<file path="src/rtl/food_rand_gen.sv">
// food_rand_gen: random food-cell generator feeding the food-box placer.
// A free-running 16-bit LFSR supplies 6-bit cell indices; out-of-range
// indices are rejected. Each request draws X then Y and presents them as a
// strobed X cycle followed by a held Y value.
module food_rand_gen #(
  parameter logic [15:0] LFSR_SEED = 16'hACE1,
  parameter int          GRID      = 10,
  parameter int          MIN_POS   = 20,
  parameter int          CELLS     = 44
) (
  input  logic       clk,
  input  logic       rst_n,
  input  logic       eat,
  output logic [8:0] rand_num,
  output logic       rand_drive,
  output logic       busy
);

  // An all-zero LFSR would lock up, so a zero seed is promoted to 1.
  localparam logic [15:0] SEED_EFF = (LFSR_SEED == 16'h0000) ? 16'h0001 : LFSR_SEED;
  localparam logic [6:0]  CELLS_W  = 7'(CELLS);
  localparam logic [8:0]  GRID_W   = 9'(GRID);
  localparam logic [8:0]  MIN_W    = 9'(MIN_POS);

  typedef enum logic [1:0] {
    IDLE   = 2'd0,
    PICK_X = 2'd1,
    PICK_Y = 2'd2,
    EMIT   = 2'd3
  } state_e;

  state_e      state_q;
  logic [15:0] lfsr_q;
  logic        pending_q;
  logic [8:0]  x_q;
  logic [8:0]  y_q;
  logic [8:0]  rand_num_q;
  logic        rand_drive_q;

  logic        lfsr_fb;
  logic [5:0]  cand_idx;
  logic        cand_ok;
  logic [8:0]  cand_pos;

  // Taps for x^16+x^14+x^13+x^11+1 (maximal length).
  assign lfsr_fb  = lfsr_q[15] ^ lfsr_q[13] ^ lfsr_q[12] ^ lfsr_q[10];

  // Candidate cell from the current LFSR value; legal parameter sets keep
  // the pixel position within 9 bits, so no clamp is needed.
  assign cand_idx = lfsr_q[5:0];
  assign cand_ok  = ({1'b0, cand_idx} < CELLS_W);
  assign cand_pos = MIN_W + 9'(cand_idx) * GRID_W;

  // LFSR free-runs in every state so draw timing is independent of the FSM.
  always_ff @(posedge clk or negedge rst_n) begin
    if (!rst_n) lfsr_q <= SEED_EFF;
    else        lfsr_q <= {lfsr_q[14:0], lfsr_fb};
  end

  // Request FSM: draw X, draw Y, strobe X, then present Y. A request seen
  // while busy is parked in a single merged pending flag.
  always_ff @(posedge clk or negedge rst_n) begin
    if (!rst_n) begin
      state_q      <= IDLE;
      pending_q    <= 1'b0;
      x_q          <= '0;
      y_q          <= '0;
      rand_num_q   <= '0;
      rand_drive_q <= 1'b0;
    end else begin
      if (eat && (state_q != IDLE)) pending_q <= 1'b1;
      case (state_q)
        IDLE: begin
          if (eat || pending_q) begin
            state_q   <= PICK_X;
            pending_q <= 1'b0;
          end
        end
        PICK_X: begin
          if (cand_ok) begin
            x_q     <= cand_pos;
            state_q <= PICK_Y;
          end
        end
        PICK_Y: begin
          if (cand_ok) begin
            rand_num_q   <= x_q;
            rand_drive_q <= 1'b1;
            y_q          <= cand_pos;
            state_q      <= EMIT;
          end
        end
        EMIT: begin
          rand_num_q   <= y_q;
          rand_drive_q <= 1'b0;
          state_q      <= IDLE;
        end
        default: state_q <= IDLE;
      endcase
    end
  end

  assign rand_num   = rand_num_q;
  assign rand_drive = rand_drive_q;
  assign busy       = (state_q != IDLE) | pending_q;

endmodule
</file>
<file path="config.mk">
export PLATFORM = sky130hd
export DESIGN_NAME = food_rand_gen
export DESIGN_NICKNAME = d
export VERILOG_FILES = /design/src/rtl/food_rand_gen.sv
export SDC_FILE = /design/constraint.sdc
export NUM_CORES = 1
export LEC_CHECK = 0
export ABC_AREA = 1
export CAP_MARGIN = 0
export CORE_UTILIZATION = 50
export DETAILED_ROUTE_END_ITERATION = 12
export PLACE_DENSITY = 0.69
export SYNTH_ARGS = -nofsm -noshare
export SYNTH_HDL_FRONTEND = slang
export SYNTH_SLANG_ARGS = --single-unit
</file>
<file path="constraint.sdc">
create_clock -name clk -period 3 [get_ports clk]
set_input_delay 0.6 -clock clk [delete_from_list [all_inputs] [get_ports clk]]
set_output_delay 0.6 -clock clk [all_outputs]
set_load 0.05 [all_outputs]
</file>
# After elaboration in Yosys (flattened, before gate mapping)
# Index checks and enable logic that the tools add are counted.
dict set report word_totals {
  out_inout_bits 11
  wordCells 40
  in_bits 3
  register_bits 47
}
dict set report op_classes {
  n_reduce_logical 9
  eq_ne 6
  n_mux 11
  n_mul 1
  add_sub_neg 1
  order_cmp 1
  n_bitwise 4
}
# cell count
set ops {}
lappend ops {{9-bit case mux with 2 select lines} 1}
lappend ops {{5-bit by 9-bit adder with 9-bit output, first input constant} 1}
lappend ops {{9-bit two-way mux} 1}
lappend ops {{6-bit by 3-bit multiplier with 8-bit output, second input constant} 1}
lappend ops {{2-bit case mux with 4 select lines} 1}
lappend ops {{6-bit less-than comparator, second input constant} 1}
lappend ops {{2-bit two-way mux} 3}
lappend ops {{2-bit != test, second input constant} 3}
lappend ops {{2-bit AND reduction} 3}
lappend ops {{2-bit == test, second input constant} 2}
lappend ops {{1-bit two-way mux} 4}
lappend ops {{2-bit nonzero test} 2}
lappend ops {{3-bit AND reduction} 1}
lappend ops {{1-bit bitwise XOR} 3}
lappend ops {{2-bit by 1-bit == test with 1-bit output, second input constant} 1}
lappend ops {{2-bit zero test} 1}
lappend ops {{1-bit case mux with 2 select lines} 1}
lappend ops {{1-bit logical AND} 1}
lappend ops {{1-bit logical OR} 1}
lappend ops {{1-bit OR} 1}

# Logic depth before layout (Yosys ltp)
# Gate-level depths: netlist of the first run.
dict set report depth {
  word_depth 5
  ltp_mapped 11
  mapped_depth_nobuf 11
}

# Worst setup path before layout of the first run
# No wires, ideal clock.
dict set report synth_timing {
  path_kind {register to register}
  start {register lfsr_q[1]}
  end {register x_q[8]}
  setup_ns 0.065
  stages_incl_launch_ff 10
  setup_slack_ns 0.869
  required_time_ns 2.935
  path_buffers 0
  arrival_time_ns 2.066
  path_cell_list {dfrtp_1 ha_1 ha_1 fa_1 o21ai_0 nor2_1 nand3_1 nand2_1 nand3_1 nand2_1}
}
dict set report synth_via {
  elab_chain_cells 2
  elab_cells_between_ends 4
}
# item line_no
set synth_lines {}
lappend synth_lines {{from (decl)} 33} ;# logic [15:0] lfsr_q;
lappend synth_lines {{from (signal assigned)} 57} ;# else lfsr_q <= {lfsr_q[14:0], lfsr_fb};
lappend synth_lines {{6-bit by 3-bit multiplier with 8-bit output or 6-bit less-than comparator (tied branches)} {52, 51}}
lappend synth_lines {{5-bit by 9-bit adder with 9-bit output or 2-bit AND reduction (tied branches)} --}
lappend synth_lines {{to (signal assigned)} 81} ;# x_q <= cand_pos;
lappend synth_lines {{to (decl)} 35} ;# logic [8:0] x_q;
# Several ways; a longest one is shown, not always the timed one.
# A chain may end at the register's enable or synchronous reset.

# Worst setup path after layout of the first run
dict set report layout_timing {
  start {register state_q[0]}
  end {output port busy}
}
dict set report layout_via {
  elab_chain_cells 2
}
# item line_no
set layout_lines {}
lappend layout_lines {{from (decl)} 32} ;# state_e state_q;
lappend layout_lines {{from (signal assigned)} 64} ;# state_q <= IDLE;
lappend layout_lines {{from (signal assigned)} 75} ;# state_q <= PICK_X;
lappend layout_lines {{from (signal assigned)} 82} ;# state_q <= PICK_Y;
lappend layout_lines {{2-bit nonzero test} 105} ;# assign busy = (state_q != IDLE) | pending_q;
lappend layout_lines {{1-bit OR} 105}
lappend layout_lines {{to (decl)} 16} ;# output logic busy
# Every way passes these cells.

==> metrics, run 1 <==
worst path arrival time 1.85 ns; met1 Use GR 22.92%; CP Capture Type output port; CP Buf/Inv Count 2; Final setup violation count 0; peak supply drop 0.0003789 V; final WL 3.252 mm; Post-Syn Area per Cell 9.509 um2; RSZ-0062 raised after global routing false; Core Area 4000 um2; Initial DRC Count 84; Clock Latency Late Sink 0.30 ns; IO Count 14; post-synthesis xor/xnor area fraction 2.512%; largest area contributor in the netlist dfrtp_1; Combinational Power Share 41.5%; final hold violations 0; routed via count 1374; worst-path cell chain inv_1 > ha_1 > nand2_1 > clkdlybuf4s50_1; Post-synth EDFFs 0; Seq cells post-synth 44; Tcrit/Tclk final 81.70%; Clk network pwr share 19.1%; GR Util met3 5.308%; max-cap violations 0; port bufs 12; Die Wd 66.69 um; post-CTS sizing 0; post-route insts no fill 284; Critical-path top delay cell clkdlybuf4s50_1; maximum clock rate 0.4080 GHz; CP startpoint kind register; cell area after synthesis 2092 um2; DIE HEIGHT 66.69 um; gpl congestion 0.7729; count of cell types in the netlist 27; largest net degree at the start of global routing 45; delay-heaviest family, CP buffers and inverters; vias per cell 4.838; Longest Clk Path Bufs 2; GRT Util Overall 18.20%; Starting Density 52.30%; synthesized net count 237; total die area 4447 um2; root buffer cell clkbuf_8; Hold-fix buffers, CTS 0; switching power 0.7752 mW; Synth top area share 43.06%; TNS Setup 0 ns; vias in the first global route 1348; final core occ 57.71%; clk_skew 0.01143 ns; ANT cells 0; CTS tree built; H-Tree Depth 2; met2 Track Usage GR 29.04%; FFs w/ async S/R, synth 100.0%; postcts setup bufs 0; num rows 23; most numerous cell in the Yosys netlist nand2_1; largest family of logic cells by synthesized area simple AND/OR/NAND/NOR gates; Worst-Margin Slew 0.9451 ns; residual DRC count 0; mux cell area share after synthesis 0%; Layout Nets 250; Static Leak 1.138 nW; DPL Wire Length 2.286 mm; global-route wire length before repair 5.934 mm; Pre-antenna DRT Iters 4; Post-Synth Simple-Gate Area 17.34%; initial antenna violation count 0; Clock Sink Count 44; crit-path max FO 4; Synth Area in Adders 8.732%; P_int 1.094 mW; Reg power frac 39.5%; top cells by area, synth dfrtp_1, nand2_1, dfstp_2, ha_1, o21ai_0; Syn-to-layout area delta 10.35%; synth warn 0; Commonest cells post-synth nand2_1, dfrtp_1, inv_1, o21ai_0, nand3_1; Hold Path Class register to register; switching share of power 41.47%; Slew Limit Fails 0; Inst Count DP 276; layout cell share with drive strength beyond 1 13.68%; Top Usage Layer GRT met2; Crit path required time 2.40 ns; Routed WL per cell 11.45 um; post-synthesis compound-gate area fraction 10.71%; total CTS buffers 5; crit-path max cell delay 0.79 ns; outcome completed; design area 2308 um2; PwrDens 809.9 nW/um2; clock-pin transition on the worst setup and hold timing paths 0.09 ns; Mapped Cells 220; grt ovf 0; register area share after synthesis 53.11%; placed cell areas 2223 um2; prevailing post-synth register cell dfrtp_1; Max-Slew Margin vs Limit 36.99%; Worst Path Class, Setup register to output port; Antenna Nets Post-Route 0; Final min period 2.451 ns
[final timing paths]
check | cells past startpoint | slack, ns | to | startpoint
max | 4 | 0.55 | busy | state_q[0]
max in group asynchronous | 1 | 1.97 | rand_num[5] | rst_n
min | 0 | 0.34 | lfsr_q[15] | lfsr_q[14]
min reg2reg | 0 | 0.34 | lfsr_q[15] | lfsr_q[14]
min in group asynchronous | 1 | 0.45 | rand_num[3] | rst_n
max reg2reg | 9 | 0.72 | y_q[8] | lfsr_q[1]
[flip-flops by register name, indices dropped and copies added, names as in the netlist]
register and cells:
lfsr_q 16, pending_q 1, rand_drive 1, rand_num 8, state_q 2, x_q 8, y_q 8
[worst register-to-register path, stage by stage, from the launching register on]
cell	delay, ns
dfrtp_1	0.43
ha_1	0.31
ha_1	0.23
fa_1	0.62
o21ai_0	0.16
nor2_1	0.16
nand3_1	0.09
nand2_1	0.08
nand3_1	0.08
nand2_1	0.07
[cells in the final DEF, fill, tap and decap left out, drive strengths merged]
master         instances
buf                    1
inv                   26
a21o                   1
xnor2                  3
ha                    13
conb                   1
clkinvlp               1
dfstp                  8
clkinv                 2
nand2                 66
fa                     1
dfrtp                 36
clkdlybuf4s50         11
nand3                 16
o21ai                 31
nor2                   4
xor2                   3
a21oi                  4
clkbuf                 6
[power groups by stage]
stage	logic (mW)	registers [mW]	clock network [mW]
after floorplan	0.503	0.893	0
after global placement	0.782	0.745	0
after detailed placement	0.787	0.750	0
after CTS	0.790	0.738	0.372
after global routing	0.868	0.750	0.396
final	0.775	0.738	0.357
[per-layer routing]
layer | routed length [um] | vias up
met2 | 1511 | 16
met4 | 55 | 0
li1 | - | 715
met1 | 1590 | 638
met3 | 94 | 5
met5 | 0 | -
[logic make-up (layout without fill, tap and decap cells)]
family	Yosys count	after routing
AOI/OAI and AO/OA	36	36
other	1	1
xor gates and xnor gates	6	6
and+or+nand+nor	86	86
DFF	44	44
adders and majority gates	14	14
buffers and inverters	33	47
[stage by stage]
stage          power [mW]  hold WS [ns]  setup slack (ns)
2_1_floorplan       1.396        0.3044            0.8687
3_3_place_gp        1.527        0.3350            0.7939
3_5_place_dp        1.536        0.3386            0.7255
4_1_cts             1.900        0.3498            0.5309
5_1_grt             2.015        0.3622            0.4343
6_report            1.870        0.3410            0.5489
[cell type report]
| class | count | area [um2] |
|---|---|---|
| Tap cell | 50 | 62.56 |
| Clock buffer | 6 | 72.57 |
| Fill cell | 370 | 1692 |
| Multi-Input combinational cell | 143 | 825.8 |
| Sequential cell | 44 | 1111 |
| Clock inverter | 2 | 12.51 |
| Timing Repair Buffer | 12 | 115.1 |
| Inverter | 27 | 108.9 |
No activity file was read; power rests on OpenSTA's default activity.
==> inputs of run 2 (changes only) <==
--- a/config.mk
+++ b/config.mk
@@ -9,7 +9,7 @@
 export CAP_MARGIN = 0
 export CORE_UTILIZATION = 50
 export DETAILED_ROUTE_END_ITERATION = 12
-export PLACE_DENSITY = 0.69
+export PLACE_DENSITY = 0.72
 export SYNTH_ARGS = -nofsm -noshare
 export SYNTH_HDL_FRONTEND = slang
 export SYNTH_SLANG_ARGS = --single-unit
==> constraint.sdc (replaced) <==
create_clock -name clk -period 2.15 [get_ports clk]
set_input_delay 0.43 -clock clk [delete_from_list [all_inputs] [get_ports clk]]
set_output_delay 0.43 -clock clk [all_outputs]
set_load 0.05 [all_outputs]
==> metrics, run 2 (synthesis gave the netlist of run 1 again) <==
reg2reg setup slack 0.11 ns; Hold-fix buffers, CTS 0; ANT cells 0; Static Leak 1.180 nW; H-Tree Depth 2; num rows 23; clk_skew 0.005060 ns; layout cell share with drive strength beyond 1 18.18%; Routed WL per cell 11.46 um; outcome completed; Final min period 2.041 ns; Core Area 4000 um2; DIE HEIGHT 66.69 um; Worst-Margin Slew 0.5584 ns; post-route insts no fill 292; total CTS buffers 5; worst-path cell chain ha_1 > ha_2 > fa_1 > o21ai_1 > nor2_2 > nand3_1 > nand2_1 > nand3_1 > nand2_1; Clock Sink Count 44; most common cell after layout, fill and taps aside nand2_1; design area 2386 um2; Pre-antenna DRT Iters 4; Critical-path top delay cell fa_1; global-route wire length before repair 5.775 mm; IO Count 14; grt ovf 0; largest net degree at the start of global routing 27; peak supply drop 0.0005068 V; Die Wd 66.69 um; Initial DRC Count 78; Starting Density 52.30%; final-layout fill cell count 354; Inst Count DP 283; clock-pin transition on the worst setup and hold timing paths 0.08 ns; vias in the first global route 1287; commonest cells after routing, fill and taps aside nand2_1, dfrtp_1, inv_1; TNS Setup 0 ns; gpl congestion 0.8117; DPL Wire Length 2.369 mm; DP Worst Slack 0.02217 ns; Slew Limit Fails 0; PwrDens 1124 nW/um2; Tcrit/Tclk final 94.94%; CTS tree built; routed via count 1409; maximum clock rate 0.4899 GHz; area of the multi-input gates 833.3 um2; crit-path max FO 2; Most flops, register lfsr_q; Clock Latency Late Sink 0.29 ns; final hold violations 0; CP startpoint kind register; Final setup violation count 0; Antenna Nets Post-Route 0; Crit path required time 2.39 ns; max-cap violations 0; worst path arrival time 2.28 ns; placed cell areas 2273 um2; crit-path max cell delay 0.51 ns; GRT Util Overall 17.66%; Longest Clk Path Bufs 2; Worst Path Class, Setup register to register; Syn-to-layout area delta 14.06%; root buffer cell clkbuf_8; initial antenna violation count 0; final WL 3.347 mm; setup slack after layout 0.1087 ns; total die area 4447 um2; vias per cell 4.825; Max-Slew Margin vs Limit 62.77%; residual DRC count 0; Hold Path Class input port to async pin; Register Area 1111 um2; port bufs 12; number of flip-flops under the largest register name 16; Layout Nets 258; CP Capture Type register
==> run 2: cell types whose count changed in the layout (fill, tap and decap cells not counted), sizes merged <==
cell	before	now
buf	1	10
clkbuf	6	7
clkdlybuf4s50	11	10
clkinv	2	1
==> run 2: power by group <==
part	switching, mW	total (mW)	internal [mW]
clock network	0.270	0.531	0.261
registers	0.0638	1.03	0.964
logic	0.757	1.12	0.366
==> run 2: critical path, delay by kind of cell (launching register included) <==
family / cells / cell delay [ns]
adder cells (fa/ha/maj): 3 / 1.00
flip-flops: 1 / 0.39
AO/OA/AOI/OAI: 1 / 0.13
AND/OR/NAND/NOR: 5 / 0.46
==> run 2: final cells by class <==
class,count,area share [%]
clock inverter,1,0.3146
clock buffer,7,3.618
multi-input combinational,143,34.92
tap,50,2.622
sequential,44,46.57
inverter,27,4.562
timing repair buffer,20,7.394
==> run 2: worst paths after layout <==
| path | start | end | cells past startpoint |
|---|---|---|---|
| hold / removal | rst_n | lfsr_q[14] | 1 |
| hold reg to reg | lfsr_q[9] | lfsr_q[10] | 0 |
| max in group asynchronous | rst_n | rand_num[6] | 2 |
| setup / recovery | lfsr_q[3] | x_q[8] | 9 |
| min in group clk | lfsr_q[9] | lfsr_q[10] | 0 |
| setup reg to reg | lfsr_q[3] | x_q[8] | 9 |
==> run 2: metrics by stage <==
stage | hold slack [ns] | util, % | power, mW
final | 0.1155 | 59.65 | 2.682
after global routing | 0.1604 | 59.65 | 2.886
after CTS | 0.1260 | 59.18 | 2.722
after detailed placement | 0.3378 | 56.83 | 2.182
after global placement | 0.3372 | 56.83 | 2.159
after floorplan | 0.1344 | - | 1.948
==> run 2: repair_timing <==
item,CTS,global route
setup endpoints to repair,1,7
buffers inserted,0,1
gates resized for setup,0,6
pin swaps,1,6
hold endpoints to repair,0,0
==> run 2: per-layer routing <==
layer	up-vias	track usage, %	part of all wire [%]
met5	-	0	0
met2	27	26.89	47
met4	0	7.447	1.1
li1	733	-	-
met3	4	5.479	4.1
met1	645	23.03	48
